**config.mk**
```make
export PLATFORM = sky130hd
export DESIGN_NAME = load_store_unit
export DESIGN_NICKNAME = d
export VERILOG_FILES = /design/src/rtl/lsu_pkg.sv /design/src/rtl/lsu_align.sv /design/src/rtl/load_store_unit.sv
export SDC_FILE = /design/constraint.sdc
export NUM_CORES = 1
export LEC_CHECK = 0
export ABC_AREA = 1
export ABC_CLOCK_PERIOD_IN_PS = 3360
export CAP_MARGIN = 20
export CORE_MARGIN = 2
export CORE_UTILIZATION = 40
export CTS_BUF_LIST = sky130_fd_sc_hd__clkbuf_16
export CTS_CLUSTER_SIZE = 16
export DETAILED_ROUTE_END_ITERATION = 8
export PLACE_DENSITY = 0.73
export SLEW_MARGIN = 10
export SYNTH_ARGS = -nofsm -noshare
export SYNTH_HDL_FRONTEND = slang
export SYNTH_SLANG_ARGS = --single-unit
```
**constraint.sdc**
```tcl
create_clock -name clk -period 3.36 [get_ports clk]
set_clock_uncertainty 0.05 [all_clocks]
set_input_delay 0.672 -clock clk [delete_from_list [all_inputs] [get_ports clk]]
set_output_delay 0.672 -clock clk [all_outputs]
set_load 0.02 [all_outputs]
```
**src/rtl/lsu_pkg.sv**
```systemverilog
// Shared definitions for the load/store unit: op encodings, FSM state type,
// lane widths and small op-classification helpers.
package lsu_pkg;

    localparam int unsigned BYTE_W = 8;
    localparam int unsigned HALF_W = 16;
    localparam int unsigned WORD_W = 32;

    typedef enum logic [3:0] {
        OP_LB  = 4'd0,
        OP_LH  = 4'd1,
        OP_LW  = 4'd2,
        OP_LBU = 4'd4,
        OP_LHU = 4'd5,
        OP_SB  = 4'd8,
        OP_SH  = 4'd9,
        OP_SW  = 4'd10
    } lsu_op_e;

    typedef enum logic [1:0] {
        IDLE,
        ACCESS,
        MERGE_WR,
        RESP
    } lsu_state_e;

    function automatic logic op_legal(input logic [3:0] op);
        case (op)
            OP_LB, OP_LH, OP_LW, OP_LBU, OP_LHU,
            OP_SB, OP_SH, OP_SW: return 1'b1;
            default:             return 1'b0;
        endcase
    endfunction

    function automatic logic op_is_load(input logic [3:0] op);
        return op_legal(op) && !op[3];
    endfunction

    // Low address bits that must be zero for a naturally aligned access.
    function automatic logic [1:0] align_zero_mask(input logic [3:0] op);
        case (op)
            OP_LH, OP_LHU, OP_SH: return 2'b01;
            OP_LW, OP_SW:         return 2'b11;
            default:              return 2'b00;
        endcase
    endfunction

endpackage

```
**src/rtl/lsu_align.sv**
```systemverilog
// Lane logic for the load/store unit: little-endian extract with sign/zero
// extension for loads, and byte/halfword merge into a word for partial stores.
module lsu_align
    import lsu_pkg::*;
(
    input  logic [3:0]        op,
    input  logic [1:0]        offset,
    input  logic [WORD_W-1:0] mem_word,
    input  logic [HALF_W-1:0] wdata,
    output logic [WORD_W-1:0] load_data,
    output logic [WORD_W-1:0] merged_word
);

    logic [BYTE_W-1:0] lane_b;
    logic [HALF_W-1:0] lane_h;

    always_comb begin
        case (offset)
            2'd0:    lane_b = mem_word[7:0];
            2'd1:    lane_b = mem_word[15:8];
            2'd2:    lane_b = mem_word[23:16];
            default: lane_b = mem_word[31:24];
        endcase
        lane_h = offset[1] ? mem_word[31:16] : mem_word[15:0];
    end

    always_comb begin
        load_data = '0;
        case (op)
            OP_LB:   load_data = {{(WORD_W-BYTE_W){lane_b[BYTE_W-1]}}, lane_b};
            OP_LBU:  load_data = {{(WORD_W-BYTE_W){1'b0}}, lane_b};
            OP_LH:   load_data = {{(WORD_W-HALF_W){lane_h[HALF_W-1]}}, lane_h};
            OP_LHU:  load_data = {{(WORD_W-HALF_W){1'b0}}, lane_h};
            OP_LW:   load_data = mem_word;
            default: load_data = '0;
        endcase
    end

    always_comb begin
        merged_word = mem_word;
        if (op == OP_SB) begin
            case (offset)
                2'd0:    merged_word[7:0]   = wdata[7:0];
                2'd1:    merged_word[15:8]  = wdata[7:0];
                2'd2:    merged_word[23:16] = wdata[7:0];
                default: merged_word[31:24] = wdata[7:0];
            endcase
        end else if (op == OP_SH) begin
            if (offset[1])
                merged_word[31:16] = wdata;
            else
                merged_word[15:0] = wdata;
        end
    end

endmodule

```
**src/rtl/load_store_unit.sv**
```systemverilog
// Load/store unit: one memory op at a time through IDLE/ACCESS/MERGE_WR/RESP.
// Define LSU_MISALIGN_TRAP_EN to trap misaligned accesses instead of aligning them.
module load_store_unit
    import lsu_pkg::*;
#(
    parameter int unsigned MEM_AW = 7
)
(
    input  logic        clk,
    input  logic        rst,
    input  logic        req_valid,
    output logic        req_ready,
    input  logic [3:0]  req_op,
    input  logic [31:0] req_addr,
    input  logic [31:0] req_wdata,
    output logic        resp_valid,
    output logic [31:0] resp_rdata,
    output logic        resp_err,
    output logic [31:0] mem_addr,
    output logic [31:0] mem_write_data,
    output logic        mem_write,
    output logic        mem_read,
    input  logic [31:0] mem_read_data
);

`ifdef LSU_MISALIGN_TRAP_EN
    localparam bit TRAP_EN = 1'b1;
`else
    localparam bit TRAP_EN = 1'b0;
`endif

    lsu_state_e        state;
    logic [3:0]        op_q;
    logic [1:0]        offset_q;
    logic [HALF_W-1:0] wdata_q;
    logic              err_q;

    logic [1:0]        zero_mask;
    logic              misaligned;
    logic              trap;
    logic              needs_read;
    logic [WORD_W-1:0] load_data;
    logic [WORD_W-1:0] merged_word;
    logic              unused_addr_hi;

    assign unused_addr_hi = ^req_addr[31:MEM_AW+2];

    always_comb begin
        zero_mask  = align_zero_mask(req_op);
        misaligned = |(req_addr[1:0] & zero_mask);
        trap       = !op_legal(req_op) || (TRAP_EN && misaligned);
        needs_read = op_is_load(req_op) || (req_op == OP_SB) || (req_op == OP_SH);
    end

    lsu_align u_align (
        .op          (op_q),
        .offset      (offset_q),
        .mem_word    (mem_read_data),
        .wdata       (wdata_q),
        .load_data   (load_data),
        .merged_word (merged_word)
    );

    // Strobes are registered on entry to ACCESS so the combinational memory
    // read is valid for the whole ACCESS cycle and captured at its end.
    always_ff @(posedge clk or posedge rst) begin
        if (rst) begin
            state          <= IDLE;
            op_q           <= '0;
            offset_q       <= '0;
            wdata_q        <= '0;
            err_q          <= 1'b0;
            req_ready      <= 1'b1;
            resp_valid     <= 1'b0;
            resp_rdata     <= '0;
            resp_err       <= 1'b0;
            mem_addr       <= '0;
            mem_write_data <= '0;
            mem_write      <= 1'b0;
            mem_read       <= 1'b0;
        end else begin
            case (state)
                IDLE: begin
                    if (req_valid) begin
                        state     <= ACCESS;
                        req_ready <= 1'b0;
                        op_q      <= req_op;
                        offset_q  <= req_addr[1:0] & ~zero_mask;
                        wdata_q   <= req_wdata[HALF_W-1:0];
                        err_q     <= trap;
                        mem_addr  <= 32'(req_addr[MEM_AW+1:2]);
                        mem_read  <= !trap && needs_read;
                        mem_write <= !trap && (req_op == OP_SW);
                        if (!trap && (req_op == OP_SW))
                            mem_write_data <= req_wdata;
                    end
                end
                ACCESS: begin
                    mem_read  <= 1'b0;
                    mem_write <= 1'b0;
                    if (err_q) begin
                        state      <= RESP;
                        resp_valid <= 1'b1;
                        resp_rdata <= '0;
                        resp_err   <= 1'b1;
                    end else if (op_is_load(op_q)) begin
                        state      <= RESP;
                        resp_valid <= 1'b1;
                        resp_rdata <= load_data;
                        resp_err   <= 1'b0;
                    end else if (op_q == OP_SW) begin
                        state      <= RESP;
                        resp_valid <= 1'b1;
                        resp_rdata <= '0;
                        resp_err   <= 1'b0;
                    end else begin
                        state          <= MERGE_WR;
                        mem_write_data <= merged_word;
                        mem_write      <= 1'b1;
                    end
                end
                MERGE_WR: begin
                    state      <= RESP;
                    mem_write  <= 1'b0;
                    resp_valid <= 1'b1;
                    resp_rdata <= '0;
                    resp_err   <= 1'b0;
                end
                RESP: begin
                    state      <= IDLE;
                    resp_valid <= 1'b0;
                    req_ready  <= 1'b1;
                end
                default: begin
                    state      <= IDLE;
                    req_ready  <= 1'b1;
                    resp_valid <= 1'b0;
                    mem_read   <= 1'b0;
                    mem_write  <= 1'b0;
                end
            endcase
        end
    end

endmodule

```
# == After elaboration in Yosys (flattened, before gate mapping) ==
# Memory sizes are Yosys's and may differ from the RTL's.
# Cells that the tools add are included.
# totals
regBits,101
rom_bits,48
inputBits,103
output_inout_bits,101
word_cells,115
mem_count,3
# classes
n_eq_ne,24
mux,46
bitwise_logic,2
n_reduce_logical,27
# memory_table
name,words,width,rd,rd_clocked_by_memory_dff,write_ports,line_no,source
(name not given),16,1,1,0,0,lsu_pkg.sv:28,case (op)
(name not given),16,1,1,0,0,lsu_pkg.sv:28,
(name not given),16,1,1,0,0,lsu_pkg.sv:28,
# ops
cell,count
$mux W32,10
$pmux W32 S5,1
$pmux W32 S2,2
$mux W16,3
$mux W8,4
$eq A4 B4 Y1 const B,6
$pmux W8 S3,1
$mux W1,17
$eq A4 B3 Y1 const B,3
$reduce_and A2 Y1,6
$ne A2 B2 Y1 const B,5
$eq A4 B1 Y1 const B,2
$eq A4 B2 Y1 const B,2
$pmux W2 S4,1
$eq A2 B2 Y1 const B,3
$pmux W1 S2,3
$pmux W1 S3,2
$reduce_and A6 Y1,1
$reduce_bool A2 Y1,3
$reduce_bool A3 Y1,2
$reduce_or A3 Y1,2
$eq A2 B1 Y1 const B,2
$logic_and A1 B1 Y1,4
$logic_not A2 Y1,2
9 further kinds,12

# == Longest topological paths before layout ==
# Gate-level depths: netlist of run 1.
# depth
depth_word,8
ltp_mapped,11
depth_no_buf,10

# == By module ==
# From an unflattened synthesis of run 1, not the netlist that was laid out.
# hier_totals
hier_cells,1186
area_unflattened_um2,7332.0
# modules_own_cells
mod,n_inst,cells_each,area_per_inst_um2,seq_area_each_um2
load_store_unit,1,651,4969.8,2528.7
lsu_align,1,535,2362.3,0.0

# == Worst setup path after synthesis of run 1 ==
# Ideal clock, no wire load.
# synth_path
path_type,reg-to-reg
start,register state[1]
end,register mem_write_data[13]
setup_ps,83
arrival_ps,1560
t_required_ps,3227
setup_slack_ps,1667
stages_incl_launch_ff,12
n_path_buf,2
synth_period_minus_slack_ps,1693
path_cell_list,dfrtp_1 inv_1 ha_1 buf_2 nand2_1 nand2_1 nand2_1 clkinv_1 nand2_2 buf_4 nand2_1 o21ai_0
# synth_between
elab_chain_cells,3
word_cells_on_any_way,10
cone_classes,6 x eq/ne; 1 x mux; 3 x reduce/logical
# synth_rtl
item,line_no,source
"start, declared",load_store_unit.sv:32,lsu_state_e state;
"start signal, assigned",load_store_unit.sv:68,state <= IDLE;
"start signal, assigned",load_store_unit.sv:85,state <= ACCESS;
"start signal, assigned",load_store_unit.sv:102,state <= RESP;
$eq A2 B1 Y1 / $logic_not A2 Y1 (equally long branches),load_store_unit.sv:82,case (state)
$ne A2 B2 Y1 (no source line) / $reduce_bool A2 Y1 (equally long branches),--,
$reduce_and A6 Y1 (no source line),--,
"end signal, assigned",load_store_unit.sv:95,mem_write_data <= req_wdata;
"end signal, assigned",load_store_unit.sv:118,mem_write_data <= merged_word;
"end, declared",load_store_unit.sv:20,"output logic [31:0] mem_write_data,"
# Several ways; a longest one is shown, not always the timed one.
# A chain may end at the register's enable or synchronous reset.

# == Worst setup path in the final report of run 1 ==
# layout_path
start,register op_q[0]
end,register mem_write_data[12]
# layout_between
elab_chain_cells,7
word_cells_on_any_way,16
cone_classes,5 x eq/ne; 8 x mux; 2 x reduce/logical; 1 x memory
# layout_rtl
item,line_no,source
"start, declared",load_store_unit.sv:33,logic [3:0] op_q;
"start signal, assigned",load_store_unit.sv:87,op_q <= req_op;
branches (longest 7 deep; another with $mem_v2 Z16 W1),--,
# Several ways; the timed one is not identified. The select of a mux whose other input is x is not followed.

==> impl_metrics.yaml, run 1 <==
placed_design:
  dp_hpwl_mm: 15.2
  dp_cells: 1426
  dp_slack_ns: 0.735
  io_buffers: 155
  place_congestion: 0.953
critical_path:
  crit_fanout: 32
  cp.required_ns: 3.59
  critPathCaptureType: "flip-flop"
  cp-start-kind: "flip-flop"
  cp.arrival_ns: 2.53
  critical_path_buf_inv_count: 1
  path_cells: "inv_1, nand2_1, nor2_1, nor2_1, nand2_2, nand2_4, nand2_2, nand2_1, o21ai_1"
  path_delay_family: "simple AND/OR/NAND/NOR gates"
  crit_type: "reg2reg"
  cp_slowest_cell: "nand2_2"
  slowest_delay_ns: 0.54
sta:
  max-slew-margin-rel_pct: 39.4
  finalCritPeriodShare_pct: 68.3
  hold_viol: 0
  worst_pin_slew_ns: 0.908
  finalSetupViolations: 0
  rsz0062_at_grt: "false"
  max_freq_ghz: 0.436
  tns_ns: 0
  fin_crit_ns: 2.29
  worst_slack_ns: 1.07
  slew_violations: 0
route:
  dr.pass1.iters: 5
  ant_nets: 0
  wl_met2_mm: 9.32
  top_layer_used: "met4"
  vias: 7163
  vias_per_cell: 4.97
  drc: 0
  wire_per_inst_um: 15.0
  drt-met1-wl_mm: 9.65
  drt_wl_total_mm: 21.6
  wl_met3_mm: 1.97
  drt-initial-drc-count: 625
min_path:
  min_path_type: "reg2reg"
clock_tree:
  postCtsResizedCells: 0
  cts_hold_buf: 0
  post-cts-setup-buffers: 0
  cts.reportedPaths.clkPinSlew_ns: 0.07
  clkSinkCount: 101
  cts_root_buf: "clkbuf_16"
  worstSkewPairLatency_ns: 0.36
  cts_tree: "built"
  h-tree-depth: 3
  cts-buffers-inserted: 9
  cts_max_path_buffers: 2
floorplanning:
  die_h_um: 135
  dieArea_um2: 18300
  start_util_pct: 40.4
  rows: 48
  core_area_um2: 17100
  io_pins: 204
  fp.dieW_um: 135
logic_synthesis:
  synthTopCellsByArea: "dfrtp_1 36%, nand2_1 31%, nand3_1 6.6%, o21ai_0 3.8%, buf_4 3.6%"
  synthCells: 1095
  synth_edf_count: 0
  synth_top_area_share_pct: 36.2
  synthFlopType: "dfrtp_1"
  synth_seq_cells: 101
  syn-cell-area_um2: 6910
  synthArstFlopShare_pct: 100
  synth.distinct_cells: 29
  synth_area_leader_cell: "dfrtp_1"
  synth-seq-area-share_pct: 36.6
  yosys_warnings: 0
  synth_area_per_cell_um2: 6.31
power_and_ir_drop:
  p_per_area_nw_per_um2: 907
  p_leak_nw: 4.53
  peakVddDrop_uv: 461
  fin_total_pwr_w: 0.00793
global_route:
  track_usage_pct: 24.0
  grt_antenna_before_repair: 0
  grt_max_degree: 102
  gr-total-overflow: 0
  grt_pass1_wl_mm: 34.6
  grt_pass1_vias: 6681
final_layout:
  fin_cells: 1442
  diodes: 0
  finish.net_count: 1320
  drive_above_1_share_pct: 5.34
  area_growth_pct: 26.6
run:
  drv_cap: 0
status:
  status: "finished clean"
## metrics by stage
step | utilization, % | cell area [um2] | hold WS (ns)
5_1_grt | 51.1 | 8750 | 0.443
2_1_floorplan | - | 7010 | 0.424
4_1_cts | 51.1 | 8750 | 0.426
3_3_place_gp | 49.4 | 8460 | 0.406
6_report | 51.1 | 8750 | 0.422
3_5_place_dp | 49.4 | 8460 | 0.408
## cell families after synthesis
logic type      share of synthesized area (%)
buf+inv                                  10.6
other cells                            0.0543
fa+ha+maj                               0.905
compound gates                           9.94
simple gates                             41.9
flops                                    36.6
## sequential cells by signal, indices dropped and copies added, names as in the netlist, 2 cells and up
register	flops
wdata_q	16
op_q	4
mem_write_data	32
resp_rdata	32
mem_addr	7
offset_q	2
state	2
## Yosys cell counts, types with 3 or more instances
cell	count
clkbuf_1	18
nor2_1	11
a22oi_1	7
or2_2	16
ha_1	5
nand2_2	4
a21oi_1	35
nand2_1	577
nand3_1	91
nand4_1	9
o211ai_1	9
o21ai_0	52
buf_2	34
buf_4	33
inv_2	4
o21ai_1	20
nor2_2	3
inv_1	53
dfrtp_1	100
## layout make-up
type | instances | area, um2
timing repair buffer | 171 | 1680
sequential | 101 | 2530
clock inverter | 7 | 65.1
fill | 1768 | 8370
tap | 225 | 282
inverter | 58 | 221
clock buffer | 9 | 225
multi-input combinational | 871 | 3740
## placed cells by master (no fill, tap or decap)
| cell type | netlist | final |
|---|---|---|
| nor2_2 | 3 | 3 |
| ha_1 | 5 | 5 |
| inv_2 | 4 | 4 |
| clkinv_1 | 1 | 2 |
| a21oi_1 | 35 | 35 |
| dfstp_2 | 1 | 1 |
| clkinv_4 | 0 | 1 |
| nand4_1 | 9 | 9 |
| buf_4 | 33 | 15 |
| o21a_1 | 1 | 1 |
| clkinvlp_4 | 0 | 1 |
| clkdlybuf4s50_1 | 0 | 155 |
| nand3_1 | 91 | 91 |
| clkbuf_16 | 0 | 9 |
| nand2_4 | 1 | 1 |
| or2_2 | 16 | 16 |
| inv_1 | 53 | 53 |
| nor2_4 | 2 | 2 |
| dfrtp_1 | 100 | 99 |
| nand2_2 | 4 | 4 |
| dfrtp_2 | 0 | 1 |
| inv_6 | 0 | 1 |
| bufinv_16 | 0 | 1 |
| nand2_1 | 577 | 577 |
| clkinv_2 | 0 | 2 |
| o22ai_1 | 1 | 1 |
| nor2_1 | 11 | 11 |
| buf_12 | 0 | 1 |
| a21oi_2 | 2 | 2 |
| o21ai_0 | 52 | 52 |
| o211ai_1 | 9 | 9 |
| conb_1 | 1 | 25 |
| o21ai_1 | 20 | 20 |
| a22oi_1 | 7 | 7 |
## final timing paths
check                                      from                        endpoint  slack [ns]  cells past startpoint
max in group asynchronous                   rst  mem_write_data[28]$_DFFE_PP0P_        2.08                      3
hold / removal             resp_err$_DFFE_PP0P_            resp_err$_DFFE_PP0P_        0.42                      2
setup / recovery            op_q[0]$_DFFE_PP0P_  mem_write_data[12]$_DFFE_PP0P_        1.07                      9
setup reg to reg            op_q[0]$_DFFE_PP0P_  mem_write_data[12]$_DFFE_PP0P_        1.07                      9
hold reg to reg            resp_err$_DFFE_PP0P_            resp_err$_DFFE_PP0P_        0.42                      2
min in group asynchronous                   rst         mem_addr[2]$_DFFE_PP0P_        0.75                      3
## worst min-delay path: stages, from the launching register on
cell     delay (ns)
dfrtp_1        0.34
nand2_1        0.05
nand2_1        0.05
## metal layers
metal,global-route usage (%),vias up
li1,-,3627
met1,33.0,3196
met2,36.4,297
met3,5.87,43
met4,9.38,0
met5,0,-
## report_power, final
part / total, W / leakage, nW / internal [W] / switching (W)
clock network: 0.00104 / 0.148 / 0.000574 / 0.000471
logic: 0.00462 / 3.08 / 0.00172 / 0.00290
registers: 0.00226 / 1.30 / 0.00176 / 0.000506
total: 0.00793 / 4.53 / 0.00405 / 0.00388
Power figures use the tool's default switching activity.
==> run 2: changes to the inputs <==
Settings changed: ABC_CLOCK_PERIOD_IN_PS 3360 to 1800.
Clock period 3.36 ns to 1.8 ns, I/O delays scaled along.
==> impl_metrics.yaml, run 2 (synthesized netlist as in run 1, its figures left out) <==
status:
  status: "finished clean"
floorplanning:
  core_area_um2: 17100
  die_h_um: 135
  start_util_pct: 40.4
  fp.dieW_um: 135
  rows: 48
  dieArea_um2: 18300
  io_pins: 204
critical_path:
  critPathCaptureType: "output port"
  cp.arrival_ns: 1.35
  crit_fanout: 2
  reg2reg_from: "state[0]$_DFFE_PP0N_"
  cp_slowest_cell: "clkdlybuf4s50_1"
  path_cells: "clkdlybuf4s50_1"
  slowest_delay_ns: 0.62
  critical_path_buf_inv_count: 1
  worst-r2r-cell-count: 10
  crit_type: "reg2out"
  cp-start-kind: "flip-flop"
  r2r_end: "mem_write_data[14]$_DFFE_PP0P_"
  r2r_slack_ns: 0.05
  path_delay_family: "buffers and inverters"
  cp.required_ns: 1.39
sta:
  hold_viol: 0
  finalCritPeriodShare_pct: 97.5
  worst_slack_ns: 0.0444
  rsz0062_at_grt: "true"
  fin_crit_ns: 1.76
  slew_violations: 0
  tns_ns: 0
  max_freq_ghz: 0.570
  finalSetupViolations: 0
clock_tree:
  cts_tree: "built"
  cts_hold_buf: 0
  cts_max_path_buffers: 2
  clkSinkCount: 101
  h-tree-depth: 3
  cts_root_buf: "clkbuf_16"
  cts.reportedPaths.clkPinSlew_ns: 0.06
  worstSkewPairLatency_ns: 0.36
  cts-buffers-inserted: 9
global_route:
  grtUsageMet3_pct: 5.13
  gr-usage-met1_pct: 33.9
  grt.busiest_layer: "met2"
  gr-total-overflow: 0
  grt_pass1_vias: 6853
  grt_pass1_wl_mm: 35.2
  grt_util_met2_pct: 37.7
  grt_max_degree: 46
  grt_antenna_before_repair: 0
  track_usage_pct: 24.4
final_layout:
  drive_above_1_share_pct: 9.63
  largestRegisters: "mem_write_data: 32 flops, resp_rdata: 32 flops, wdata_q: 16 flops"
  finish.net_count: 1371
  area_growth_pct: 35.5
  final_cell_mix: "574 x nand2_1, 153 x clkdlybuf4s50_1, 98 x dfrtp_1, 91 x nand3_1, 52 x inv_1"
  diodes: 0
  final_common_cell: "nand2_1"
  finalInstanceArea_um2: 9370
route:
  vias: 7475
  drc: 0
  dr.pass1.iters: 8
  vias_per_cell: 5.01
  wire_per_inst_um: 15.1
  drt-initial-drc-count: 866
  ant_nets: 0
  drt_wl_total_mm: 22.5
power_and_ir_drop:
  fin_total_pwr_w: 0.0158
  p_leak_nw: 4.87
  p_per_area_nw_per_um2: 1680
  peakVddDrop_uv: 959
placed_design:
  dp_hpwl_mm: 16.0
  dp_slack_ns: -0.0877
  placed_cell_area_um2: 8940
  place_congestion: 0.928
  io_buffers: 155
min_path:
  min_path_type: "in2async"
run:
  drv_cap: 0
==> run 2: cell count changes in the layout (fill, tap and decap cells not counted), sizes merged <==
cell,before,now
buf,16,64
clkbuf,9,12
clkdlybuf4s50,155,153
clkinv,5,6
dlygate4sd2,0,1
dlymetal6s2s,0,1
inv,58,56
==> run 2: worst reg2reg max path: stages, from the launching register on <==
cell       delay, ns
dfrtp_1         0.42
buf_4           0.15
ha_2            0.23
nand2_2         0.10
nand2_1         0.06
nand2_2         0.12
clkinv_4        0.13
nand2_8         0.13
clkbuf_16       0.18
nand2_1         0.05
o21ai_0         0.07
==> run 2: repair_timing <==
| item | 4_1_cts | 5_1_grt |
|---|---|---|
| gates cloned | 0 | 3 |
| pin swaps | 0 | 2 |
| buffers inserted | 0 | 3 |
| endpoints found under the setup margin | 20 | 76 |
| resized for setup | 3 | 17 |
==> run 2: final cells by class <==
| type | count | area (um2) |
|---|---|---|
| Clock buffer | 9 | 225 |
| Clock inverter | 6 | 55.1 |
| Timing Repair Buffer | 222 | 2270 |
| Inverter | 58 | 229 |
| Sequential cell | 101 | 2530 |
| Tap cell | 225 | 282 |
| Fill cell | 1695 | 7750 |
| Multi-Input combinational cell | 871 | 3770 |
==> run 2: worst max-delay path by stage <==
stage,from,to,slack (ns),cells past startpoint
3_3_place_gp,req_op[2],mem_write_data[26]$_DFFE_PP0P_,-0.04,10
2_1_floorplan,state[1]$_DFFE_PP0N_,mem_write_data[13]$_DFFE_PP0P_,0.11,11
6_report,mem_write_data[8]$_DFFE_PP0P_,mem_write_data[8],0.04,1
4_1_cts,resp_rdata[13]$_DFFE_PP0P_,resp_rdata[13],0.02,1
3_5_place_dp,req_op[2],mem_write_data[27]$_DFFE_PP0P_,-0.09,10
5_1_grt,state[0]$_DFFE_PP0N_,mem_write_data[31]$_DFFE_PP0P_,-0.06,10
==> run 2: per-layer routing <==
layer	routed length [um]	up-vias
li1	-	3737
met1	9690	3360
met2	10100	345
met3	2210	33
met4	527	0
met5	0	-
==> run 2: metrics by stage <==
step	hold slack, ns	util (%)	cells
floorplan	0.420	-	1119
finish	0.274	54.7	1492
global route	0.313	54.7	1492
global placement	0.409	52.3	1471
detailed placement	0.414	52.3	1471
CTS	0.275	53.9	1486
==> run 2: where the power goes <==
part           total [W]  switching [W]  leakage (nW)  internal [W]
Sequential       0.00421       0.000922          1.30       0.00329
Combinational    0.00966        0.00571          3.43       0.00394
Clock            0.00191       0.000852         0.138       0.00106
==> run 3: changes to the inputs <==
Settings changed: DONT_BUFFER_PORTS set to 1, GPL_TIMING_DRIVEN set to 0, PLACE_DENSITY 0.73 to 0.57.
==> impl_metrics.yaml, run 3 (synthesized netlist as in run 1, its figures left out) <==
critical_path:
  critical_path_buf_inv_count: 4
  worst-r2r-cell-count: 8
  r2r_end: "mem_write_data[19]$_DFFE_PP0P_"
  reg2reg_from: "op_q[0]$_DFFE_PP0P_"
  cp.required_ns: 2.00
  cp.depth: 8
  cp.arrival_ns: 1.93
  crit_type: "reg2reg"
  critPathCaptureType: "flip-flop"
  path_cells: "inv_1, buf_6, nand2_2, nor2_4, inv_2, buf_2, a21oi_2, o21ai_1"
  crit_start: "op_q[0]$_DFFE_PP0P_"
  slowest_delay_ns: 0.41
  cp_slowest_cell: "dfrtp_1"
  crit_fanout: 10
  path_delay_family: "buffers and inverters"
  cp-endpoint: "mem_write_data[19]$_DFFE_PP0P_"
  r2r_slack_ns: 0.07
  cp-start-kind: "flip-flop"
placed_design:
  io_buffers: 0
  place_congestion: 0.928
  dp_hpwl_mm: 18.2
route:
  drt-initial-drc-count: 656
  drt_wl_total_mm: 23.6
  wire_per_inst_um: 17.2
  vias: 7004
  dr.pass1.iters: 5
  vias_per_cell: 5.10
  drc: 0
  ant_nets: 0
global_route:
  grt_antenna_before_repair: 0
  grt_pass1_vias: 6521
  track_usage_pct: 26.2
  grt_max_degree: 34
  grt_pass1_wl_mm: 36.7
  gr-total-overflow: 0
final_layout:
  finish.net_count: 1251
  final_cell_mix: "569 x nand2_1, 99 x dfrtp_1, 88 x nand3_1, 50 x inv_1, 48 x o21ai_0"
  diodes: 0
  ff_latch_area_um2: 2530
  multiInputGateArea_um2: 3920
  area_growth_pct: 16.0
  fill_cells: 1865
  drive_above_1_share_pct: 15.1
  final_common_cell: "nand2_1"
  largestRegisters: "mem_write_data: 32 flops, resp_rdata: 32 flops, wdata_q: 16 flops"
sta:
  tns_ns: 0
  slew_violations: 0
  worst_pin_slew_ns: 0.512
  max-slew-margin-rel_pct: 65.8
  max_freq_ghz: 0.577
  fin_crit_ns: 1.73
  rsz0062_at_grt: "true"
  hold_viol: 0
  finalCritPeriodShare_pct: 96.4
  finalSetupViolations: 0
  timing.hold.ws_ns: 0.0537
floorplanning:
  die_h_um: 135
  io_pins: 204
  fp.dieW_um: 135
  rows: 48
  core_area_um2: 17100
  start_util_pct: 40.4
  dieArea_um2: 18300
clock_tree:
  clkSinkCount: 101
  cts_max_path_buffers: 2
  cts_tree: "built"
  h-tree-depth: 3
  worstSkewPairLatency_ns: 0.36
  cts_root_buf: "clkbuf_16"
  cts-buffers-inserted: 9
  cts.reportedPaths.clkPinSlew_ns: 0.07
min_path:
  min_path_type: "in2reg"
power_and_ir_drop:
  p_leak_nw: 4.39
  peakVddDrop_uv: 714
  p_per_area_nw_per_um2: 1820
status:
  status: "finished clean"
run:
  drv_cap: 0
run 3: cell count changes in the layout (fill, tap and decap cells not counted), moves of 9 or more:
cell	delta
buf_2	+21
a21oi_1	-11
clkbuf_1	+9
buf_12	-11
a21oi_2	+9
clkdlybuf4s50_1	-153
run 3: repair_timing:
item                                    CTS  global route
pin swaps                                 0             9
endpoints found under the setup margin   67            63
gates resized for setup                  26            90
endpoints found under the hold margin    14             0
hold buffers                              1             0
setup buffers                             2             7
run 3: routing by layer:
| metal | GRT usage [%] | vias up | routed length [um] |
|---|---|---|---|
| met1 | 36.1 | 3193 | 10400 |
| met3 | 7.00 | 41 | 2220 |
| met2 | 39.8 | 275 | 10300 |
| met4 | 9.49 | 0 | 717 |
| met5 | 0 | - | 0 |
| li1 | - | 3495 | - |
run 3: worst min-delay path by stage:
stage / from / to / slack, ns / cells past startpoint
global placement: req_addr[8] / mem_addr[6]$_DFFE_PP0P_ / 0.42 / 2
finish: req_addr[8] / mem_addr[6]$_DFFE_PP0P_ / 0.05 / 2
global route: req_addr[8] / mem_addr[6]$_DFFE_PP0P_ / 0.06 / 2
detailed placement: rst / mem_addr[0]$_DFFE_PP0P_ / 0.21 / 1
CTS: req_addr[8] / mem_addr[6]$_DFFE_PP0P_ / 0.05 / 2
floorplan: req_addr[2] / mem_addr[0]$_DFFE_PP0P_ / 0.42 / 2
run 3: metrics by stage:
stage / instances / power [W] / cell area, um2 / util [%] / setup slack (ns)
4_1_cts: 1366 / 0.0139 / 7720 / 45.1 / -0.0109
3_5_place_dp: 1347 / 0.0118 / 7350 / 43.0 / -0.480
6_report: 1373 / 0.0146 / 8020 / 46.8 / 0.0654
2_1_floorplan: 1119 / 0.00989 / 7010 / - / 0.107
5_1_grt: 1373 / 0.0158 / 8020 / 46.8 / -0.0507
3_3_place_gp: 1344 / 0.0117 / 7290 / 42.6 / -0.480
run 3: report_power, final:
part / switching, W / internal (W)
Combinational: 0.00485 / 0.00271
Clock: 0.000922 / 0.000934
Sequential: 0.00189 / 0.00328
run 3: cell type report:
type	instances	share of cell area, %
multi-input cells	871	48.9
flip-flops and latches	101	31.6
plain buffers	89	7.94
well taps	225	3.51
inverters	58	2.95
clock buffers	9	2.81
repair buffers	13	1.81
clock inverters	7	0.546
==> edit 1: new RTL, flow settings as in run 2 <==
The 4 states of `lsu_state_e` get a Gray code encoding in 2 bits.
--- a/src/rtl/lsu_pkg.sv
+++ b/src/rtl/lsu_pkg.sv
@@ -20,6 +20,6 @@
     typedef enum logic [1:0] {
-        IDLE,
-        ACCESS,
-        MERGE_WR,
-        RESP
+        IDLE     = 2'b00,
+        ACCESS   = 2'b01,
+        MERGE_WR = 2'b11,
+        RESP     = 2'b10
     } lsu_state_e;
Function: no difference found for any inputs over 4 cycles, from zero or initial values and one cycle with rst high; so few cycles prove little.
==> edit 1 against run 2 <==
- critical path type unchanged
- final area fell by 3.7%
- routed wire length fell by 4.4%
- power fell by 6.0%
- area after synthesis fell by 3.4%
- setup slack got worse by 0.0062 ns
- maximum frequency fell by 0.35%
- critical endpoint is now resp_rdata[9]
- sequential power fell by 2%
- sequential cell count did not move
- cell count fell by 1.7%
==> edit 1: results (changes against run 2) <==
Yosys
  • Synth Area in Compound Gates: 9.39% (-0.55 points)
  • Post-synthesis cell type count: 23 (-21%)
  • Avg Synthesized Cell Area: 6.17 um2 (-2.2%)
  • Area contributors post-synth: dfrtp_1 37%, nand2_1 35%, nand3_1 4.5%
  • Sequential-to-total area share from yosys stat: 37.9% (+1.3 points)
  • Most frequent cells after synthesis: 618 x nand2_1, 100 x dfrtp_1, 60 x nand3_1, 58 x a21oi_1, 50 x o21ai_0
  • Syn. warnings: 0 (unchanged)
  • Synth Area in Adders: 0% (-0.91 points)

Global routing
  • GRT met3 Usage: 4.19% (-0.94 points)
  • Number of global-route vias before repair: 6,489 (-5.3%)
  • Met1 Use GR: 34.5% (+0.55 points)
  • Total GRT Usage: 24.4% (+0.042 points)
  • Largest net degree at the start of global routing: 48 (+4.3%)
  • Global-route wire length before repair: 34.3 mm (-2.6%)
  • M2 GR Usage: 37.0% (-0.72 points)

Clock network
  • Clk pin slew, worst setup/hold paths: 0.07 ns
  • Root Buffer: clkbuf_16

Placement
  • HPWL after DPL: 15.8 mm (-0.99%)
  • Place WS: -0.105 ns (-0.0173 ns)
  • Gpl congestion: 0.929 (+0.16%)
  • Placed Instances: 1,450 (-1.4%)

Final layout
  • # nets final: 1,344 (-2.0%)
  • Layout cells sized above 1: 8.27% (-1.4 points)

Worst setup path
  • Worst Setup EP: resp_rdata[9]
  • Crit Reg-Reg Endpoint: mem_write_data[16]
  • Slowest stage delay, CP: 0.62 ns (about the same)
  • Worst R2R Setup Slack: 0.16 ns (+0.11 ns)
  • Crit path launch: resp_rdata[9]
  • R2R cell count: 8 (-2)

Routing
  • Vias: 7,228 (-3.3%)
  • 1st-pass router iterations: 5 (-3)
  • DR iter-0 viols: 667 (-23%)
  • M1 WL: 9.70 mm (+0.17%)
  • Routed met2 length: 9.57 mm (-5.0%)
  • WL final: 21.5 mm (-4.4%)
  • Met3 WL post-DR: 1.55 mm (-30%)

Timing
  • Worst hold slack: 0.273 ns (-0.00135 ns)
  • Final cycle utilization of the critical path: 97.9% (+0.35 points)

Status
  • Status: finished clean

Power and ir drop
  • Pwr dens: 1640 nW/um2 (-2.4%)
  • Max IR drop VDD: 855 uV (-11%)
  • Pleak: 4.87 nW (+0.11%)
## edit 1: report_power, final
group	total, W	switching [W]	internal [W]	leakage, nW
combinational	0.00873	0.00521	0.00352	3.44
sequential	0.00413	0.000886	0.00325	1.29
clock	0.00196	0.000893	0.00107	0.142
total	0.0148	0.00699	0.00783	4.87
## edit 1: timing repair
action	CTS	global route
gates resized for setup	1	3
hold buffers	0	0
setup endpoints to repair	1	4
## edit 1: worst reg2reg max path, cell delays in order, from the launching register on
cell,delay [ns]
dfrtp_2,0.49
buf_12,0.23
nand2_1,0.24
nand2_1,0.12
nand2_1,0.05
a21oi_1,0.11
nand2_1,0.11
nand3_1,0.09
nand2_1,0.05
## edit 1: area by class of cell
class | instances | area, um2
inverter | 54 | 209
timing repair buffer | 208 | 2140
tap | 220 | 275
fill | 1644 | 7440
multi-input combinational | 867 | 3580
sequential | 101 | 2530
clock inverter | 7 | 63.8
clock buffer | 9 | 225
==> edit 2: new RTL, config.mk and constraints of run 2 <==
Made on the original files. `MEM_AW`: 7 -> 8.
--- a/src/rtl/load_store_unit.sv
+++ b/src/rtl/load_store_unit.sv
@@ -5,3 +5,3 @@
 #(
-    parameter int unsigned MEM_AW = 7
+    parameter int unsigned MEM_AW = 8
 )
Behaviour: not the same (a bounded check fails within 4 cycles, from zero or initial values and one cycle with rst high).
==> edit 2 against run 2 <==
- setup slack gained 0.00057 ns
- die area shrank 0.28%
- final area shrank 0.36%
- via count is essentially flat
- routed wire length shrank 2.8%
- sequential cell count grew 1
- area after synthesis shrank 0.29%
- power grew 2.2%
==> edit 2: results (changes against run 2) <==
Global routing
  • Global-route wire length before repair: 34.9 mm (-0.67%)
  • Largest net degree at the start of global routing: 63 (+37%)
  • Number of global-route vias before repair: 6,873 (+0.29%)
  • Total GRT Usage: 24.2% (-0.15 points)
  • Initial antenna violation count: 0 (unchanged)

Power and ir drop
  • Pwr dens: 1730 nW/um2 (+2.6%)
  • Pleak: 4.88 nW (+0.35%)
  • Max IR drop VDD: 990 uV (+3.2%)

Routing
  • WL final: 21.9 mm (-2.8%)
  • WL/cell: 14.7 um (-2.3%)
  • 1st-pass router iterations: 5 (-3)
  • Vias: 7,472 (-0.040%)
  • DR iter-0 viols: 747 (-14%)

Yosys
  • Post-synthesis cell type count: 28 (-3.4%)
  • Synth Area in Adders: 0.908% (+0.0026 points)
  • Synth Area in Compound Gates: 10.9% (+1.0 points)
  • Synth Area in XOR/XNOR: 0% (unchanged)
  • Avg Synthesized Cell Area: 6.28 um2 (-0.56%)
  • Sequential-to-total area share from yosys stat: 37.1% (+0.47 points)
  • Most frequent cells after synthesis: 597 x nand2_1, 101 x dfrtp_1, 71 x nand3_1, 54 x a21oi_1, 50 x inv_1
  • Area contributors post-synth: dfrtp_1 37%, nand2_1 33%, nand3_1 5.2%

Final layout
  • Fillers: 1,630 (-3.8%)
  • Number of antenna diodes: 0 (unchanged)
  • # nets final: 1,367 (-0.29%)
  • Layout cells sized above 1: 8.94% (-0.69 points)

Worst setup path
  • Worst Setup EP: resp_valid
  • Worst reg2reg startpoint: state[0]
  • Crit Reg-Reg Endpoint: mem_write_data[22]
  • R2R cell count: 10 (unchanged)
  • Worst R2R Setup Slack: 0.13 ns (+0.08 ns)
  • Crit path launch: resp_valid
  • Maximum fanout along the worst path: 2 (unchanged)

Placement
  • Gpl congestion: 0.914 (-1.4%)
  • Placed Instances: 1,463 (-0.54%)
  • Placed Area: 8910 um2 (-0.36%)
  • Place WS: -0.0597 ns (+0.0280 ns)
  • HPWL after DPL: 16.1 mm (+0.61%)
  • PortBufs: 157 (+1.3%)

Timing
  • Worst hold slack: 0.378 ns (+0.104 ns)
  • Final cycle utilization of the critical path: 97.5% (about the same)

Status
  • Status: finished clean

Clock network
  • Max clock buf depth: 2 (unchanged)
## edit 2: power breakdown
| part | switching [W] | total, W | internal (W) |
|---|---|---|---|
| clock network | 0.000885 | 0.00224 | 0.00135 |
| registers | 0.000869 | 0.00419 | 0.00332 |
| logic | 0.00573 | 0.00970 | 0.00397 |
## edit 2: metal layers
layer / track usage, % / share of wire, % / vias up
met3: 5.95 / 8.6 / 50
met1: 32.1 / 43 / 3397
met2: 37.5 / 44 / 319
met5: 0 / 0 / -
met4: 11.0 / 4.0 / 0
li1: - / - / 3706
## edit 2: cell type report
type / instances / share of cell area (%)
Clock buffer: 9 / 2.41
Multi-Input combinational cell: 881 / 40.4
Inverter: 53 / 2.17
Timing Repair Buffer: 212 / 23.4
Tap cell: 220 / 2.95
Clock inverter: 7 / 1.22
Sequential cell: 102 / 27.4
## edit 2: timing repair
action | CTS | global route
resized for setup | 4 | 13
gates cloned | 0 | 0
buffers inserted | 2 | 3
hold endpoints to repair | 0 | 0
setup endpoints to repair | 33 | 50
